<file path="src/rtl/alu_multicycle.sv">
// Multi-cycle ALU with valid/ready handshakes, an iterative shift-add multiplier and,
// when ALU_DIV_EN is defined, an iterative unsigned restoring divider.
module alu_multicycle #(
   parameter  int WIDTH = 32,
   localparam int CNT_W = $clog2(WIDTH + 1)
) (
   input  logic             CLK,
   input  logic             RST,
   input  logic             IN_VALID,
   output logic             IN_READY,
   input  logic [WIDTH-1:0] A,
   input  logic [WIDTH-1:0] B,
   input  logic [2:0]       ALU_FUNC,
   output logic             OUT_VALID,
   input  logic             OUT_READY,
   output logic [WIDTH-1:0] ALU_OUT,
   output logic [WIDTH-1:0] ALU_HI,
   output logic             Zero_Flag,
   output logic             Div0_Flag
);

   localparam logic [2:0] FN_AND  = 3'b000;
   localparam logic [2:0] FN_OR   = 3'b001;
   localparam logic [2:0] FN_ADD  = 3'b010;
   localparam logic [2:0] FN_SLTS = 3'b011;
   localparam logic [2:0] FN_SUB  = 3'b100;
   localparam logic [2:0] FN_MUL  = 3'b101;
   localparam logic [2:0] FN_SLT  = 3'b110;
`ifdef ALU_DIV_EN
   localparam logic [2:0] FN_DIV  = 3'b111;
`endif

   typedef enum logic [1:0] {
      S_IDLE = 2'd0,
      S_MUL  = 2'd1,
`ifdef ALU_DIV_EN
      S_DIV  = 2'd2,
`endif
      S_DONE = 2'd3
   } state_t;

   state_t           state, state_next;
   logic [CNT_W-1:0] count, count_next;
   logic [WIDTH-1:0] op_reg, op_next;
   logic [WIDTH-1:0] work_hi, work_hi_next;
   logic [WIDTH-1:0] work_lo, work_lo_next;
   logic [WIDTH-1:0] out_reg, out_next;
   logic [WIDTH-1:0] hi_reg, hi_next;
   logic [WIDTH-1:0] single_res;
   logic [WIDTH:0]   mul_sum;
`ifdef ALU_DIV_EN
   logic             div0_reg, div0_next;
   logic [WIDTH:0]   div_shift;
   logic [WIDTH:0]   div_diff;
   logic             div_ge;
   logic [WIDTH-1:0] div_rem;
   logic [WIDTH-1:0] div_quo;
`endif

   // Result of every single-cycle operation, taken straight from the inputs at accept.
   always_comb begin
      single_res = '0;
      case (ALU_FUNC)
         FN_AND:  single_res = A & B;
         FN_OR:   single_res = A | B;
         FN_ADD:  single_res = A + B;
         FN_SUB:  single_res = A - B;
         FN_SLT:  single_res = {{(WIDTH-1){1'b0}}, (A < B)};
         FN_SLTS: single_res = {{(WIDTH-1){1'b0}}, ($signed(A) < $signed(B))};
         default: single_res = '0;
      endcase
   end

   // Multiplier step: {work_hi, work_lo} holds the partial product with the
   // unconsumed multiplier bits in the low half; add then shift right by one.
   assign mul_sum = {1'b0, work_hi} + {1'b0, (work_lo[0] ? op_reg : {WIDTH{1'b0}})};

`ifdef ALU_DIV_EN
   // Restoring divider step: work_hi is the remainder, work_lo shifts the dividend
   // out at the top and collects quotient bits at the bottom. A zero divisor
   // naturally yields an all-ones quotient and a remainder equal to the dividend.
   assign div_shift = {work_hi, work_lo[WIDTH-1]};
   assign div_ge    = (div_shift >= {1'b0, op_reg});
   assign div_diff  = div_shift - {1'b0, op_reg};
   assign div_rem   = div_ge ? div_diff[WIDTH-1:0] : div_shift[WIDTH-1:0];
   assign div_quo   = {work_lo[WIDTH-2:0], div_ge};
`endif

   // Next-state, iteration and result-write logic.
   always_comb begin
      state_next   = state;
      count_next   = count;
      op_next      = op_reg;
      work_hi_next = work_hi;
      work_lo_next = work_lo;
      out_next     = out_reg;
      hi_next      = hi_reg;
`ifdef ALU_DIV_EN
      div0_next    = div0_reg;
`endif
      case (state)
         S_IDLE: begin
            if (IN_VALID) begin
               if (ALU_FUNC == FN_MUL) begin
                  op_next      = A;
                  work_hi_next = '0;
                  work_lo_next = B;
                  count_next   = CNT_W'(WIDTH);
                  state_next   = S_MUL;
`ifdef ALU_DIV_EN
               end else if (ALU_FUNC == FN_DIV) begin
                  op_next      = B;
                  work_hi_next = '0;
                  work_lo_next = A;
                  count_next   = CNT_W'(WIDTH);
                  state_next   = S_DIV;
`endif
               end else begin
                  out_next   = single_res;
                  hi_next    = '0;
`ifdef ALU_DIV_EN
                  div0_next  = 1'b0;
`endif
                  state_next = S_DONE;
               end
            end
         end
         S_MUL: begin
            work_hi_next = mul_sum[WIDTH:1];
            work_lo_next = {mul_sum[0], work_lo[WIDTH-1:1]};
            count_next   = count - CNT_W'(1);
            if (count == CNT_W'(1)) begin
               out_next   = {mul_sum[0], work_lo[WIDTH-1:1]};
               hi_next    = mul_sum[WIDTH:1];
`ifdef ALU_DIV_EN
               div0_next  = 1'b0;
`endif
               state_next = S_DONE;
            end
         end
`ifdef ALU_DIV_EN
         S_DIV: begin
            work_hi_next = div_rem;
            work_lo_next = div_quo;
            count_next   = count - CNT_W'(1);
            if (count == CNT_W'(1)) begin
               out_next   = div_quo;
               hi_next    = div_rem;
               div0_next  = (op_reg == '0);
               state_next = S_DONE;
            end
         end
`endif
         S_DONE: begin
            if (OUT_READY) begin
               state_next = S_IDLE;
            end
         end
         default: state_next = S_IDLE;
      endcase
   end

   // State and datapath registers; reset discards any operation in flight.
   always_ff @(posedge CLK) begin
      if (RST) begin
         state    <= S_IDLE;
         count    <= '0;
         op_reg   <= '0;
         work_hi  <= '0;
         work_lo  <= '0;
         out_reg  <= '0;
         hi_reg   <= '0;
`ifdef ALU_DIV_EN
         div0_reg <= 1'b0;
`endif
      end else begin
         state    <= state_next;
         count    <= count_next;
         op_reg   <= op_next;
         work_hi  <= work_hi_next;
         work_lo  <= work_lo_next;
         out_reg  <= out_next;
         hi_reg   <= hi_next;
`ifdef ALU_DIV_EN
         div0_reg <= div0_next;
`endif
      end
   end

   assign IN_READY  = (state == S_IDLE);
   assign OUT_VALID = (state == S_DONE);
   assign ALU_OUT   = out_reg;
   assign ALU_HI    = hi_reg;
   assign Zero_Flag = (out_reg == '0);
`ifdef ALU_DIV_EN
   assign Div0_Flag = div0_reg;
`else
   assign Div0_Flag = 1'b0;
`endif

endmodule

</file>
<file path="config.mk">
export PLATFORM = sky130hd
export DESIGN_NAME = alu_multicycle
export DESIGN_NICKNAME = d
export VERILOG_FILES = /design/src/rtl/alu_multicycle.sv
export SDC_FILE = /design/constraint.sdc
export NUM_CORES = 1
export LEC_CHECK = 0
export ABC_AREA = 1
export CORE_ASPECT_RATIO = 0.75
export CORE_MARGIN = 4
export CORE_UTILIZATION = 50
export CTS_CLUSTER_DIAMETER = 120
export DETAILED_ROUTE_END_ITERATION = 10
export PLACE_DENSITY = 0.75
export SKIP_LAST_GASP = 1
export SLEW_MARGIN = 20
export SYNTH_ARGS = -nofsm -noshare
export SYNTH_HDL_FRONTEND = slang
export SYNTH_SLANG_ARGS = --single-unit
</file>
<file path="constraint.sdc">
create_clock -name CLK -period 5.2 [get_ports CLK]
set_input_delay 0.78 -clock CLK [delete_from_list [all_inputs] [get_ports CLK]]
set_output_delay 0.78 -clock CLK [all_outputs]
set_load 0.1 [all_outputs]
</file>
==> flow_metrics.py <==
metrics = {
    "floorplanning": {
        "die_area_sq_mm": 0.0319,
        "die_h_um": 156,
        "fp-row-count": 53,
        "start_util_pct": 51.3,
        "design.core.area_sq_mm": 0.0283,
        "ios": 139,
        "fp.dieW_um": 205,
    },
    "critical_path": {
        "crit_path_end_kind": "output port",
        "cp-start-kind": "register",
        "path_max_fanout": 3,
        "rrSetupSlack_ps": 2130,
        "critPathRequiredTime_ps": 4420,
        "reg2reg_depth": 15,
        "crit_slowest_cell": "clkdlybuf4s50_1",
        "slowest_delay_ps": 1160,
        "crit_type": "register to output port",
        "path_cells": "nor4_1 > nand4_1 > nor2_1 > clkdlybuf4s50_1",
        "crit_arrival_ps": 3320,
    },
    "grt": {
        "grt_max_degree": 108,
        "grt_usage_pct": 34.7,
        "grt_pass1_wl_mm": 86.2,
        "antenna_found_initial": 0,
        "grt_pass1_vias": 15078,
        "gr-total-overflow": 0,
    },
    "timing": {
        "rsz0062_at_grt": "false",
        "finalSetupTns_ps": 0,
        "timing.final.crit_share_pct": 78.8,
        "worst_pin_slew_ps": 1110,
        "setup_viol": 0,
        "fin_crit_ps": 4100,
        "maxSlewHeadroom_pct": 26.0,
        "fmax_mhz": 244,
        "finClkSkew_ps": 10.7,
        "whs_ps": 464,
        "finalHoldViolations": 0,
        "finalMaxSlewViolations": 0,
    },
    "status": {
        "status": "completed",
    },
    "yosys": {
        "async_flop_share_pct": 0,
        "synth.avg_cell_area_sq_um": 5.90,
        "synthesis.area_sq_mm": 0.0145,
        "synth.distinct_cells": 40,
        "ys_top_cells_by_count": "nand2_1, inv_1, a21oi_1",
        "synth_ff_type": "dfxtp_1",
        "ys_warn_count": 0,
        "yosysTopAreaCellShare_pct": 23.1,
        "synth_seq_cells": 168,
        "synth.most_common_cell": "nand2_1",
        "syn-num-nets": 2670,
        "synthTopCellsByArea": "dfxtp_1, nand2_1, ha_1",
        "netlist_instances": 2463,
        "ys_seq_area_share_pct": 23.1,
        "synth_edf_count": 0,
        "yosys.area.top_type": "dfxtp_1",
    },
    "place": {
        "port_buffers": 137,
        "place_hpwl_mm": 45.0,
        "placed_cells": 2897,
        "gp_congestion": 1.08,
    },
    "cells_and_area": {
        "fin_cells": 2928,
        "n_antenna_cell": 0,
        "nNetsFinal": 2738,
        "layout-drive-gt1-share_pct": 2.36,
        "n_fill_cell": 2884,
        "area_growth_pct": 14.4,
        "seqCellArea_sq_mm": 0.00336,
        "multiInputGateArea_sq_mm": 0.00928,
    },
    "clock_tree": {
        "clk_latency_ps": 450,
        "cts-buffers-inserted": 17,
        "cts_tree": "done",
        "clk_pin_slew_ps": 70,
        "cts_hold_buf": 0,
        "htree_levels": 4,
        "cts.sinks": 168,
        "post_cts_buffers": 0,
        "cts_resized": 0,
        "clockBufferDepth": 2,
        "clock-root-buffer": "clkbuf_16",
    },
    "drt": {
        "drt_iter0_drc": 1964,
        "avgRoutedWirePerCell_um": 19.6,
        "dr.max_layer_used": "met4",
        "wl_met1_mm": 25.5,
        "viasPerCell": 5.73,
        "wl_mm": 57.3,
        "drc": 0,
        "met3RoutedLength_mm": 6.79,
        "num_vias": 16785,
        "drtAntennaViolNets": 0,
        "first_pass_iters": 8,
        "wl_met2_mm": 23.4,
    },
    "pwr": {
        "vdd_drop_max_mv": 0.710,
        "powerDensity_mw_per_mm2": 451,
        "p_leak_uw": 0.00827,
        "power_uw": 7500,
    },
    "min_path": {
        "hold_class": "register to register",
        "holdPathStages": 2,
    },
    "run": {
        "drv_cap": 0,
    },
}
-- area by class of cell --
type,instances,area share (%)
sequential,168,20.2
clock inverter,10,0.564
inverter,394,8.89
timing repair buffer,148,8.71
tap,385,2.90
multi-input combinational,1802,55.8
clock buffer,21,2.89
-- where the power goes --
group          switching, uW  internal [uW]  leakage, uW  total (uW)
logic                   3390            955      0.00663        4350
clock network            553            707     0.000277        1260
registers                269           1620      0.00137        1890
total                   4210           3280      0.00827        7500
-- stage by stage --
step | cell area [sq um] | utilization [%] | setup slack [ps]
floorplan | 14500 | - | 2010
global placement | 16100 | 56.7 | 1250
detailed placement | 16100 | 56.7 | 1170
CTS | 16600 | 58.7 | 1230
global route | 16600 | 58.7 | 1130
finish | 16600 | 58.7 | 1100
-- final timing paths --
kind / startpoint / endpoint
max reg2reg: work_lo[0] / ALU_HI[29]
min reg2reg: count[2] / count[2]
min: count[2] / count[2]
max: ALU_OUT[16] / Zero_Flag
-- worst max-delay path: cells and delay by family (launching register included) --
| family | cells | cell delay [ps] |
|---|---|---|
| and+or+nand+nor | 3 | 1330 |
| DFF | 1 | 370 |
| buffers and inverters | 1 | 1160 |
-- layout by cell type, fill, tap and decap left out, types with 2 or more instances in the layout --
cell type,count
clkinvlp_4,3
clkinv_2,3
clkdlybuf4s50_1,136
clkbuf_8,4
inv_1,388
and3_1,3
o2111ai_1,2
nor3_2,2
o21bai_1,10
inv_2,5
or2_2,6
a21o_1,4
o21ai_0,181
a21oi_1,254
nand2_1,708
buf_4,11
o211ai_1,5
nand3b_1,12
nor2_4,2
nor4_1,13
and2_1,6
nor2_1,162
fa_1,3
dfxtp_1,168
o21ai_1,3
nor3b_1,2
ha_1,133
a31oi_1,37
nand3_1,162
clkinv_4,2
o22ai_1,26
clkbuf_16,17
o21a_1,6
nor3_1,25
nand4_1,29
-- logic make-up (layout without fill, tap and decap cells) --
logic type | count (synthesis) | after routing | share of synthesized area [%]
compound gates | 531 | 531 | 19.4
fa+ha+maj | 136 | 136 | 11.9
buf+inv | 493 | 573 | 13.2
flops | 168 | 168 | 23.1
other cells | 1 | 1 | 0.0258
simple gates | 1134 | 1134 | 32.4
-- per-layer routing --
layer / up-vias / GRT usage (%)
met2: 974 / 51.0
li1: 8081 / -
met5: - / 0
met4: 0 / 9.98
met1: 7636 / 50.8
met3: 94 / 8.04
No activity file was read; power rests on OpenSTA's default activity.
